$ cat src/rtl/video_timing_pkg.sv
// Shared video timing definitions for the frame-synchronous effect path.
// Contents:
//   SNAP_H_DEFAULT / SNAP_V_DEFAULT  default snapshot position (column 0 of row 721)
//   H_COUNT_W / V_COUNT_W            widths of the raster counters
//   inst_intensity_t                 per-instrument intensity byte {pending, level[6:0]}
//   lane_state_e                     IDLE/PENDING state of one instrument lane
//   decay_level()                    one frame of level fade, used when INST_LEVEL_DECAY_EN is set
package video_timing_pkg;

  localparam int unsigned SNAP_H_DEFAULT = 0;
  localparam int unsigned SNAP_V_DEFAULT = 721;
  localparam int unsigned H_COUNT_W      = 11;
  localparam int unsigned V_COUNT_W      = 10;

  typedef logic [7:0] inst_intensity_t;

  typedef enum logic {StIdle, StPending} lane_state_e;

  // Subtract max(level >> shift, 1), floored at zero, so small levels still reach 0.
  function automatic logic [6:0] decay_level(input logic [6:0] level, input int unsigned shift);
    logic [6:0] dec;
    dec = level >> shift;
    if (dec == 7'd0) dec = 7'd1;
    return (level > dec) ? (level - dec) : 7'd0;
  endfunction

endpackage

$ cat src/rtl/inst_hit_latch_bank_if.sv
// Bus between the trigger front end / raster timing and the hit latch bank.
// Signals:
//   h_count, v_count   current raster position
//   trigger[n]         single-cycle hit pulse per lane
//   velocity[n]        7-bit hit velocity, valid while trigger[n] is high
//   inst_intensity[n]  {pending hit this frame, level[6:0]}
//   snap_strobe        high the cycle after the snapshot cycle
// Modports: master = front end / consumer side, slave = latch bank.
interface inst_hit_latch_bank_if
  import video_timing_pkg::*;
#(
  parameter int unsigned INSTRUMENT_COUNT = 3
);

  logic [H_COUNT_W-1:0]                 h_count;
  logic [V_COUNT_W-1:0]                 v_count;
  logic [INSTRUMENT_COUNT-1:0]          trigger;
  logic [INSTRUMENT_COUNT-1:0][6:0]     velocity;
  inst_intensity_t [INSTRUMENT_COUNT-1:0] inst_intensity;
  logic                                 snap_strobe;

  modport master (
    output h_count, v_count, trigger, velocity,
    input  inst_intensity, snap_strobe
  );

  modport slave (
    input  h_count, v_count, trigger, velocity,
    output inst_intensity, snap_strobe
  );

endinterface

$ cat src/rtl/inst_hit_latch_bank_hit_lane.sv
// One instrument lane: hold-off debounce, IDLE/PENDING state and latched level.
// Ports:
//   clk, rst   clock, synchronous active-high reset
//   snap       snapshot cycle, decoded once by the top level
//   trigger    single-cycle hit pulse
//   velocity   7-bit hit velocity
//   intensity  {pending, level[6:0]}, registered
// Optional feature: INST_LEVEL_DECAY_EN makes the level fade per snapshot instead of clearing.
module hit_lane
  import video_timing_pkg::*;
#(
  parameter int unsigned HOLDOFF_CYCLES = 1024
`ifdef INST_LEVEL_DECAY_EN
  , parameter int unsigned DECAY_SHIFT = 3
`endif
) (
  input  logic            clk,
  input  logic            rst,
  input  logic            snap,
  input  logic            trigger,
  input  logic [6:0]      velocity,
  output inst_intensity_t intensity
);

  localparam int unsigned CNT_W = (HOLDOFF_CYCLES > 0) ? $clog2(HOLDOFF_CYCLES + 1) : 1;
  localparam logic [CNT_W-1:0] HOLDOFF_LOAD = CNT_W'(HOLDOFF_CYCLES);

  lane_state_e      state_q, state_d;
  logic [6:0]       level_q, level_d;
  logic [CNT_W-1:0] cnt_q, cnt_d;
  logic             hit;

  always_ff @(posedge clk) begin
    if (rst) begin
      state_q <= StIdle;
      level_q <= 7'd0;
      cnt_q   <= '0;
    end else begin
      state_q <= state_d;
      level_q <= level_d;
      cnt_q   <= cnt_d;
    end
  end

  always_comb begin
    hit     = trigger && (velocity != 7'd0) && (cnt_q == '0);
    cnt_d   = cnt_q;
    state_d = state_q;
    level_d = level_q;

    // Hold-off runs independently of the frame snapshot.
    if (hit) begin
      cnt_d = HOLDOFF_LOAD;
    end else if (cnt_q != '0) begin
      cnt_d = cnt_q - 1'b1;
    end

    if (hit) begin
      state_d = StPending;
      // A hit in the snapshot cycle opens the next frame, so it is not max-ed with the old level.
      if (snap || (state_q == StIdle)) begin
        level_d = velocity;
      end else begin
        level_d = (velocity > level_q) ? velocity : level_q;
      end
    end else if (snap) begin
      state_d = StIdle;
`ifdef INST_LEVEL_DECAY_EN
      level_d = decay_level(level_q, DECAY_SHIFT);
`else
      level_d = 7'd0;
`endif
    end
  end

  assign intensity = {(state_q == StPending), level_q};

endmodule

$ cat src/rtl/inst_hit_latch_bank.sv
// Per-instrument hit latch bank feeding the frame-synchronous video effect generators.
// Latches the maximum accepted velocity per frame and releases each hit once at the snapshot
// cycle (h_count == SNAP_H && v_count == SNAP_V). Outputs are registered, so consumers that
// sample inst_intensity during the snapshot cycle see the pre-snapshot value.
// Ports:
//   clk   system clock
//   rst   synchronous active-high reset
//   bus   inst_hit_latch_bank_if slave: h_count, v_count, trigger, velocity in;
//         inst_intensity, snap_strobe out
// Optional feature: INST_LEVEL_DECAY_EN enables per-frame level decay by DECAY_SHIFT.
module inst_hit_latch_bank
  import video_timing_pkg::*;
#(
  parameter int unsigned INSTRUMENT_COUNT = 3,
  parameter int unsigned HOLDOFF_CYCLES   = 1024,
  parameter int unsigned SNAP_H           = SNAP_H_DEFAULT,
  parameter int unsigned SNAP_V           = SNAP_V_DEFAULT
`ifdef INST_LEVEL_DECAY_EN
  , parameter int unsigned DECAY_SHIFT    = 3
`endif
) (
  input logic                   clk,
  input logic                   rst,
  inst_hit_latch_bank_if.slave  bus
);

  logic                                   snap;
  logic                                   snap_q;
  inst_intensity_t [INSTRUMENT_COUNT-1:0] lane_intensity;

  assign snap = (bus.h_count == H_COUNT_W'(SNAP_H)) && (bus.v_count == V_COUNT_W'(SNAP_V));

  always_ff @(posedge clk) begin
    if (rst) begin
      snap_q <= 1'b0;
    end else begin
      snap_q <= snap;
    end
  end

  assign bus.snap_strobe = snap_q;

  for (genvar i = 0; i < INSTRUMENT_COUNT; i++) begin : g_lane
    hit_lane #(
      .HOLDOFF_CYCLES (HOLDOFF_CYCLES)
`ifdef INST_LEVEL_DECAY_EN
      , .DECAY_SHIFT  (DECAY_SHIFT)
`endif
    ) u_lane (
      .clk       (clk),
      .rst       (rst),
      .snap      (snap),
      .trigger   (bus.trigger[i]),
      .velocity  (bus.velocity[i]),
      .intensity (lane_intensity[i])
    );
  end

  assign bus.inst_intensity = lane_intensity;

endmodule

$ cat src/flat_wrapper.sv
// flat-port wrapper written by rule: the top's interface ports become plain ports
module inst_hit_latch_bank_flat import video_timing_pkg::*;
#(
  parameter int unsigned INSTRUMENT_COUNT = 3,
  parameter int unsigned HOLDOFF_CYCLES   = 1024,
  parameter int unsigned SNAP_H           = SNAP_H_DEFAULT,
  parameter int unsigned SNAP_V           = SNAP_V_DEFAULT

)
  (clk, rst, bus_h_count, bus_v_count, bus_trigger, bus_velocity, bus_inst_intensity, bus_snap_strobe);
  inst_hit_latch_bank_if #(.INSTRUMENT_COUNT(INSTRUMENT_COUNT)) bus_i ();
  input logic clk;
  input logic rst;
  input wire logic [$bits(bus_i.h_count)-1:0] bus_h_count;
  input wire logic [$bits(bus_i.v_count)-1:0] bus_v_count;
  input wire logic [$bits(bus_i.trigger)-1:0] bus_trigger;
  input wire logic [$bits(bus_i.velocity)-1:0] bus_velocity;
  output wire logic [$bits(bus_i.inst_intensity)-1:0] bus_inst_intensity;
  output wire logic [$bits(bus_i.snap_strobe)-1:0] bus_snap_strobe;
  assign bus_i.h_count = bus_h_count;
  assign bus_i.v_count = bus_v_count;
  assign bus_i.trigger = bus_trigger;
  assign bus_i.velocity = bus_velocity;
  assign bus_inst_intensity = bus_i.inst_intensity;
  assign bus_snap_strobe = bus_i.snap_strobe;
  inst_hit_latch_bank #(.INSTRUMENT_COUNT(INSTRUMENT_COUNT), .HOLDOFF_CYCLES(HOLDOFF_CYCLES), .SNAP_H(SNAP_H), .SNAP_V(SNAP_V)) u_core (.clk(clk), .rst(rst), .bus(bus_i));
endmodule
$ cat config.mk
export PLATFORM = sky130hd
export DESIGN_NAME = inst_hit_latch_bank_flat
export DESIGN_NICKNAME = d
export VERILOG_FILES = /design/src/rtl/video_timing_pkg.sv /design/src/rtl/inst_hit_latch_bank_if.sv /design/src/rtl/inst_hit_latch_bank_hit_lane.sv /design/src/rtl/inst_hit_latch_bank.sv /design/src/flat_wrapper.sv
export SDC_FILE = /design/constraint.sdc
export NUM_CORES = 1
export LEC_CHECK = 0
export BUFFER_PORTS_ARGS = -buffer_cell sky130_fd_sc_hd__buf_2
export CAP_MARGIN = 20
export CORE_MARGIN = 1.5
export CORE_UTILIZATION = 51
export DETAILED_ROUTE_END_ITERATION = 7
export GPL_TIMING_DRIVEN = 1
export PLACE_DENSITY = 0.76
export SYNTH_ARGS = -nofsm -noshare
export SYNTH_HDL_FRONTEND = slang
export SYNTH_SLANG_ARGS = --single-unit
$ cat constraint.sdc
create_clock -name clk -period 2.4 [get_ports clk]
set_input_delay 0.48 -clock clk [delete_from_list [all_inputs] [get_ports clk]]
set_output_delay 0.48 -clock clk [all_outputs]
set_load 0.02 [all_outputs]
# Word level (Yosys, flattened, before mapping)
# Cells that the tools add are included.
[word_totals]
reg_bits = 58
input_bits = 47
output_inout_bits = 25
word_cells = 78
[classes]
add_sub_neg = 3
n_lt_le_gt_ge = 3
eq_ne = 4
n_mux = 20
n_bitwise = 3
n_reduce_logical = 32
[op_table]
columns = ["op", "n"]
rows = [
  ["two-way mux 7 bit", 10],
  ["two-way mux 11 bit", 6],
  ["zero test 11 bit", 4],
  ["nonzero test 11 bit", 3],
  ["subtractor 11 x 1 -> 11 bit, second input constant", 3],
  ["greater-than comparator 7 bit", 3],
  ["nonzero test 7 bit", 3],
  ["nonzero test 2 bit", 6],
  ["equality test 10 bit, second input constant", 1],
  ["inequality test 3 x 1 -> 1 bit, second input constant", 3],
  ["logical AND 1 bit", 7],
  ["AND reduction 2 bit", 3],
  ["OR reduction 2 bit", 3],
  ["two-way mux 1 bit", 4],
  ["logical OR 1 bit", 3],
  ["inverter 1 bit", 3],
]

# Logic depth before layout (Yosys ltp)
# Gate-level depths: netlist of the first run.
[logic_depth]
depth_word = 5
depth_mapped = 8
mapped_depth_nobuf = 8

# Modules after synthesis
# A second synthesis of the first run with hierarchy kept.
[unflattened]
hier_cells = 371
hier_area_um2 = 3334.4
[modules_own_cells]
columns = ["mod", "n_inst", "cells_per_inst", "area_per_inst_um2", "seq_area_each_um2"]
rows = [
  ["hit_lane", 3, 120, 1074.8, 380.4],
  ["inst_hit_latch_bank", 1, 11, 110.1, 20.0],
]

# Least setup slack after synthesis of the first run
# Ideal clock, no wire load.
[synth_path]
path_type = "input-to-reg"
from = "in bus_v_count[3]"
to = "reg u_core.g_lane[2].u_lane.level_q[1]"
setup_ps = 76
t_arrival_ps = 1898
required_time_ps = 2324
path_slack_ps = 426
stages = 6
n_path_buf = 1
cell_sequence = "nor4b_2 -> nand4b_1 -> or3_1 -> buf_2 -> a311o_1 -> o22ai_1"
[synth_via]
elab_chain_len = 5
elab_cells_between_ends = 8
cone_classes = "eq/ne: 2; mux: 2; reduce/logical: 4"
[synth_rtl]
columns = ["item", "line", "text"]
rows = [
  ["start, declared", "flat_wrapper.sv:15", "input wire logic [$bits(bus_i.v_count)-1:0] bus_v_count;"],
  ["equality test 10 bit *", "inst_hit_latch_bank.sv:31", "assign snap = (bus.h_count == H_COUNT_W'(SNAP_H)) && (bus.v_count == V_COUNT_W'(SNAP_V));"],
  ["logical AND 1 bit *", "inst_hit_latch_bank.sv:31", ""],
  ["logical OR 1 bit", "inst_hit_latch_bank_hit_lane.sv:61", "if (snap || (state_q == StIdle)) begin"],
  ["inequality test 3 x 1 -> 1 bit (no line) or two-way mux 7 bit (tied branches)", "--", ""],
  ["AND reduction 2 bit (no line) or two-way mux 7 bit (tied branches)", "--", ""],
  ["end signal, assigned", "inst_hit_latch_bank_hit_lane.sv:40", "level_q <= level_d;"],
  ["end, declared", "inst_hit_latch_bank_hit_lane.sv:29", "logic [6:0] level_q, level_d;"],
]
# Every way passes the cells marked *; elsewhere a longest branch is shown, timed or not.
# A chain may end at the register's enable or synchronous reset.

# Worst setup path after layout of the first run
[layout_path]
from = "reg u_core.g_lane[0].u_lane.cnt_q[0]"
to = "reg u_core.g_lane[0].u_lane.level_q[0]"
[layout_via]
elab_chain_len = 4
elab_cells_between_ends = 6
cone_classes = "eq/ne: 1; mux: 1; reduce/logical: 4"
[layout_rtl]
columns = ["item", "line", "text"]
rows = [
  ["start, declared", "inst_hit_latch_bank_hit_lane.sv:30", "logic [CNT_W-1:0] cnt_q, cnt_d;"],
  ["start signal, assigned", "inst_hit_latch_bank_hit_lane.sv:41", "cnt_q <= cnt_d;"],
  ["zero test 11 bit *", "inst_hit_latch_bank_hit_lane.sv:46", "hit = trigger && (velocity != 7'd0) && (cnt_q == '0);"],
  ["logical AND 1 bit *", "inst_hit_latch_bank_hit_lane.sv:46", ""],
  ["inequality test 3 x 1 -> 1 bit (no line) or nonzero test 2 bit (tied branches)", "--", ""],
  ["AND reduction 2 bit (no line)", "--", ""],
  ["end signal, assigned", "inst_hit_latch_bank_hit_lane.sv:40", ""],
  ["end, declared", "inst_hit_latch_bank_hit_lane.sv:29", ""],
]
# Marks and branches as above.

==> impl_results.md, run 1 <==
* Initial antenna violation count at 0
* Area grow syn2layout at 20.8%
* Iter 0 DRT Violations at 65
* Setup crit end kind: register
* Vias in the first global route at about 2600
* Worst vdd ir at between 0.8 and 0.9 mV
* HP Class: input pin to register
* R2r setup slk at 0.30 ns
* Post-CTS Hold Fix Bufs at 0
* Die W at between 80 and 90 µm
* Slew margin rel. at between 40% and 50%
* Syn Nets at 455
* Sequential-to-total area share from yosys stat at 37.2%
* Die height at approximately 81 µm
* Pleak at 1.67 nW
* CP startpoint kind: register
* Peak Freq at about 480 MHz
* I/O pins at slightly above 70
* Ant diodes at 0
* Total negative setup slack at 0 ns
* Simple-gate area share of the yosys netlist at approximately 27%
* Critical path fanouts, max at 7
* CTS Buffer Depth at 2
* Placed insts at 520
* Worst Hold Path Cells at 3
* Nets at 530
* Initial Util at between 50% and 60%
* Unrepaired setup endpoints after global routing: no
* Critical-path cell list: inv_1, ha_1, or4b_1, nor4_4, nand3_4, a21oi_2, nand3b_1, a21oi_1
* Worst Skew at about 0.0067 ns
* Pre-antenna DRT Iters at 6
* Total CTS buffers at 9
* ANT nets after route at 0
* Placer Congestion at roughly 0.79
* Crit Path Class: register to register
* CP required at 2.61 ns
* DP Wirelength at around 4900 µm
* Post-Synth Adder-Cell Area at between 10% and 20%
* Postcts setup bufs at 0
* Status: completed
* Cells after Synth at around 380
* Setup ws final at approximately 0.30 ns
* Site Rows at 28
* Worst EP arrival at around 2.3 ns
* Crit path time final at around 2.1 ns
* CP max stage delay at 0.49 ns
* Post-Synth XOR/XNOR Area at ~6%
* Crit-path slowest cell: or4b_1
* Fraction of layout cells with a size suffix above 1 at a little over a fifth
* Syn Area/Cell at 8.19 µm²
* DIE AREA at about 0.0066 mm²
* Final setup vio count at 0
* Clk slew on worst S/H paths at roughly 0.06 ns
* Post-cts resize count at 0
* Layout Cells excl Fill at around 540
* TritonCTS clock tree: built
* Synth Cell Area at 0.00312 mm²
* R2r endpoint: u_core.g_lane[0].u_lane.level_q[0]$_SDFFE_PP0P_
* Root Buffer: clkbuf_8
* Vias post-DR at roughly 2800
* Setup WS pre-CTS at ~0.11 ns
* Least-Margin Pin Slew at approximately 0.86 ns
* I/O Buffers at 71
* Largest net degree at the start of global routing at 15
* Synth warnings at 0
* GR Util All Layers at roughly a fifth
* Via density at 5.27
* WL per Instance at 11.9 µm
* Netlist cell types at 39
* Reg-to-Reg Start: u_core.g_lane[0].u_lane.cnt_q[0]$_SDFFE_PP0P_
* Congestion Overflow GR at 0
* Maxcap violations at 0
* Count of final hold-check violations at 0
* Core area at approximately 0.0059 mm²
* Final wirelength at roughly 6400 µm
* #FFs+latches synth at 58
* Fin crit share at between 80 and 90%
* Power Density at between 1000 and 1500 mW/mm²
* Global-route wire length before repair at ~11000 µm
* Htree depth at 3
* Filler Cells Inserted at between 500 and 600
* Drt drc at 0
* Hold endpoint: u_core.g_lane[0].u_lane.level_q[1]$_SDFFE_PP0P_
* Clock Latency Late Sink at around 0.34 ns
* Worst r2r path cells at 8
* Num Clock Sinks at 58
* Post-synthesis compound-gate area fraction at a little under an eighth
* Worst Setup SP: u_core.g_lane[0].u_lane.cnt_q[0]$_SDFFE_PP0P_
* Largest family of logic cells by synthesized area: simple AND/OR/NAND/NOR gates
* Hold path startpoint: bus_velocity[1]
* Mux share of post-synthesis cell area at 0%
* Pins Over Slew Limit at 0
stage by stage:
stage | hold slack, ns | utilization (%) | cell area, µm² | power [mW]
final | 0.410 | 63.7 | 3770 | 4.75
after global routing | 0.400 | 63.7 | 3770 | 5.17
after CTS | 0.396 | 63.7 | 3770 | 4.79
after detailed placement | 0.477 | 59.9 | 3550 | 3.80
after global placement | 0.473 | 59.9 | 3550 | 3.72
after floorplan | 0.463 | - | 3120 | 3.33
per-layer routing:
metal	GRT usage (%)	routed length, µm
met3	7.42	349
met2	38.0	3190
met5	0	0
met1	22.7	2740
met4	7.24	98
critical path: cells and delay by family, from the launching register on:
family / cells / cell delay [ns]
AO/OA/AOI/OAI: 2 / 0.32
flip-flops: 1 / 0.33
adder cells (fa/ha/maj): 1 / 0.16
AND/OR/NAND/NOR: 4 / 1.05
buffers and inverters: 1 / 0.11
registers in the layout, summed over array words and instances, names as in the netlist:
signal	cells
u_core.g_lane.u_lane.cnt_q	33
u_core.g_lane.u_lane.state_q	3
u_core.bus.snap_strobe	1
u_core.g_lane.u_lane.level_q	21
logic make-up after synthesis:
family / after synthesis
compound gates: 59
xor+xnor: 21
fa+ha+maj: 27
buf+inv: 55
flops: 58
simple gates: 161
worst max-delay path by stage:
stage,depth (start not counted),to
4_1_cts,8,u_core.g_lane[0].u_lane.level_q[0]$_SDFFE_PP0P_
3_5_place_dp,6,u_core.g_lane[2].u_lane.level_q[3]$_SDFFE_PP0P_
2_1_floorplan,6,u_core.g_lane[2].u_lane.level_q[1]$_SDFFE_PP0P_
3_3_place_gp,6,u_core.g_lane[2].u_lane.level_q[4]$_SDFFE_PP0P_
5_1_grt,6,u_core.g_lane[1].u_lane.level_q[1]$_SDFFE_PP0P_
6_report,8,u_core.g_lane[0].u_lane.level_q[0]$_SDFFE_PP0P_
cells in the mapped netlist (all sizes together):
library cell	instances	area, µm²
a211o	1	8.76
a211oi	2	15.0
a21oi	30	154
a311o	2	20.0
a31oi	3	33.8
and2	2	12.5
and3	2	12.5
buf	6	37.5
clkbuf	6	22.5
dfxtp	58	1160
ha	27	338
inv	43	161
nand2	40	150
nand2b	3	18.8
nand3	9	57.6
nand3b	6	45.0
nand4	9	56.3
nand4b	1	8.76
nor2	37	139
nor2b	6	37.5
nor3	16	80.1
nor3b	3	22.5
nor4	11	96.3
nor4b	1	15.0
o21ai	4	20.0
o22ai	16	100
o31ai	1	7.51
or3	12	75.1
or4	2	18.8
or4b	1	10.0
xnor2	11	96.3
xor2	10	87.6
layout by cell type, fill, tap and decap left out, types with 3 or more instances in the layout:
cell type | Yosys | routed
buf_2 | 3 | 71
dfxtp_1 | 58 | 58
inv_1 | 43 | 43
nand2_1 | 40 | 40
nor2_1 | 37 | 37
a21oi_1 | 29 | 29
ha_1 | 27 | 27
nor3_1 | 16 | 16
o22ai_1 | 16 | 16
clkbuf_8 | 0 | 14
or3_1 | 12 | 12
xnor2_1 | 11 | 11
xor2_1 | 10 | 10
nand4_1 | 9 | 9
nor4_1 | 8 | 8
nand3_1 | 8 | 8
nor2b_1 | 6 | 6
nand3b_1 | 6 | 6
buf_4 | 3 | 5
o21ai_0 | 4 | 4
nor3b_1 | 3 | 3
nand2b_1 | 3 | 3
power breakdown:
part           leakage (nW)  switching, mW  internal [mW]  total, mW
Combinational          1.08           1.20          0.987       2.19
Clock                 0.115          0.359          0.615      0.974
Sequential            0.475          0.294           1.30       1.59
final cells by class:
| cell class | count | area [µm²] | area share (%) |
|---|---|---|---|
| clock inverter | 1 | 30.0 | 0.797 |
| inverter | 43 | 161 | 4.28 |
| multi-input combinational | 268 | 1740 | 46.1 |
| timing repair buffer | 76 | 393 | 10.4 |
| sequential | 58 | 1160 | 30.8 |
| tap | 75 | 93.8 | 2.49 |
| clock buffer | 14 | 193 | 5.11 |
Power figures use the tool's default switching activity.
==> run 2, diff against run 1 <==
BUFFER_PORTS_ARGS = -buffer_cell sky130_fd_sc_hd__clkbuf_2   (was -buffer_cell sky130_fd_sc_hd__buf_2)
==> impl_results.md, run 2 (synthesized netlist as in run 1, its figures left out) <==
* Commonest cells after routing, fill and taps aside: clkbuf_2 (71), dfxtp_1 (58), inv_1 (43)
* Total negative setup slack at 0 ns
* Initial Util at a little over half
* Congestion Overflow GR at 0
* Worst EP arrival at ~2.3 ns
* TritonCTS clock tree: built
* Initial antenna violation count at 0
* Slew margin rel. at around two fifths
* Htree depth at 3
* Most common cell after layout, fill and taps aside: clkbuf_2
* Placer Congestion at just under 0.8
* Vias in the first global route at 2687
* Global-route wire length before repair at 10800 µm
* Vias post-DR at 2811
* Setup crit end kind: register
* Clk slew on worst S/H paths at 0.06 ns
* Site Rows at 28
* Layout Utilization at 63.2%
* Nets at 531
* Largest Register: u_core.g_lane.u_lane.cnt_q
* HP Class: input pin to register
* ANT nets after route at 0
* Die W at roughly 81 µm
* Pins Over Slew Limit at 0
* CTS Buffer Depth at 2
* Placed insts at between 500 and 600
* Largest register FFs at 33
* Unrepaired setup endpoints after global routing: no
* Postcts setup bufs at 0
* Crit path time final at about 2.1 ns
* Area grow syn2layout at 20.0%
* Crit Path Class: register to register
* Maxcap violations at 0
* Num Clock Sinks at 58
* Root Buffer: clkbuf_8
* Pleak at roughly 1.6 nW
* Worst vdd ir at roughly 0.77 mV
* Iter 0 DRT Violations at slightly below 70
* Finished Cell Area at ~0.0037 mm²
* Pre-antenna DRT Iters at 6
* CP required at 2.60 ns
* Fraction of layout cells with a size suffix above 1 at 21.5%
* Final wirelength at around 6300 µm
* Setup WS pre-CTS at approximately 0.14 ns
* Die height at 81.2 µm
* Final setup vio count at 0
* I/O Buffers at 71
* DIE AREA at around 0.0066 mm²
* Peak Freq at between 400 and 500 MHz
* Layout Cells excl Fill at between 500 and 600
* Via density at around 5.2
* Least-Margin Pin Slew at 0.879 ns
* CP startpoint kind: register
* GR Util All Layers at 20.9%
* Setup ws final at around 0.26 ns
* Top Registers: u_core.g_lane.u_lane.cnt_q (33), u_core.g_lane.u_lane.level_q (21), u_core.g_lane.u_lane.state_q (3)
* DP Area at 0.00355 mm²
* DP Wirelength at between 4000 and 5000 µm
* Worst Skew at 0.00480 ns
* Drt drc at 0
* Total CTS buffers at 9
* Ant diodes at 0
* Largest net degree at the start of global routing at 26
* Power Density at about 1200 mW/mm²
* Clock Latency Late Sink at roughly 0.32 ns
* Count of final hold-check violations at 0
* I/O pins at 72
* WL per Instance at approximately 12 µm
* Critical path fanouts, max at 7
* Status: completed
* Core area at between 0.005 and 0.006 mm²
* Fin crit share at between 80% and 90%
## run 2: changes by cell type in the layout (fill, tap and decap cells not counted)
cell	before	now
clkbuf_1	0	2
a21oi_1	29	28
clkbuf_2	0	71
clkinv_2	0	2
clkbuf_8	14	10
buf_2	71	0
buf_4	5	6
a21oi_2	1	2
## run 2: path summary, 6_finish.rpt
kind | start | endpoint | slack [ns] | cells after the start
setup reg to reg | u_core.g_lane[1].u_lane.level_q[4]$_SDFFE_PP0P_ | u_core.g_lane[1].u_lane.level_q[5]$_SDFFE_PP0P_ | 0.26 | 8
hold / removal | bus_velocity[6] | u_core.g_lane[0].u_lane.level_q[6]$_SDFFE_PP0P_ | 0.41 | 3
setup / recovery | u_core.g_lane[1].u_lane.level_q[4]$_SDFFE_PP0P_ | u_core.g_lane[1].u_lane.level_q[5]$_SDFFE_PP0P_ | 0.26 | 8
hold reg to reg | u_core.g_lane[1].u_lane.level_q[6]$_SDFFE_PP0P_ | u_core.g_lane[1].u_lane.level_q[6]$_SDFFE_PP0P_ | 0.49 | 2
## run 2: layer usage
metal / wire (µm) / global-route usage, % / vias to the layer above
met5: 0 / 0 / -
met1: 2850 / 22.7 / 1275
met3: 252 / 6.52 / 12
met2: 3110 / 38.1 / 56
met4: 99 / 7.41 / 0
li1: - / - / 1468
## run 2: what timing repair did
action,CTS,global route
resized for setup,0,1
hold buffers,0,0
endpoints found under the setup margin,0,1
## run 2: cell type report
cell class / instances / area (µm²)
Fill cell: 518 / 2180
Multi-Input combinational cell: 268 / 1740
Sequential cell: 58 / 1160
Timing Repair Buffer: 77 / 400
Inverter: 43 / 161
Clock buffer: 12 / 145
Tap cell: 75 / 93.8
Clock inverter: 3 / 40.0
## run 2: where the power goes
part | total [mW] | internal, mW | switching [mW]
registers | 1.59 | 1.30 | 0.292
logic | 2.18 | 0.985 | 1.20
clock network | 0.849 | 0.499 | 0.350
## run 2: critical path: stages (launching register included)
cell and delay (ns):
dfxtp_1 0.39, inv_1 0.06, ha_1 0.31, a21oi_1 0.15, nor2_1 0.06, a211o_1 0.27
o22ai_1 0.25, a311o_1 0.38, o22ai_1 0.14
## run 2: per-stage QoR
step	hold slack (ns)	total power, mW
after global routing	0.403	5.05
after CTS	0.395	4.66
after detailed placement	0.478	3.78
final	0.409	4.62
after global placement	0.476	3.72
after floorplan	0.463	3.33
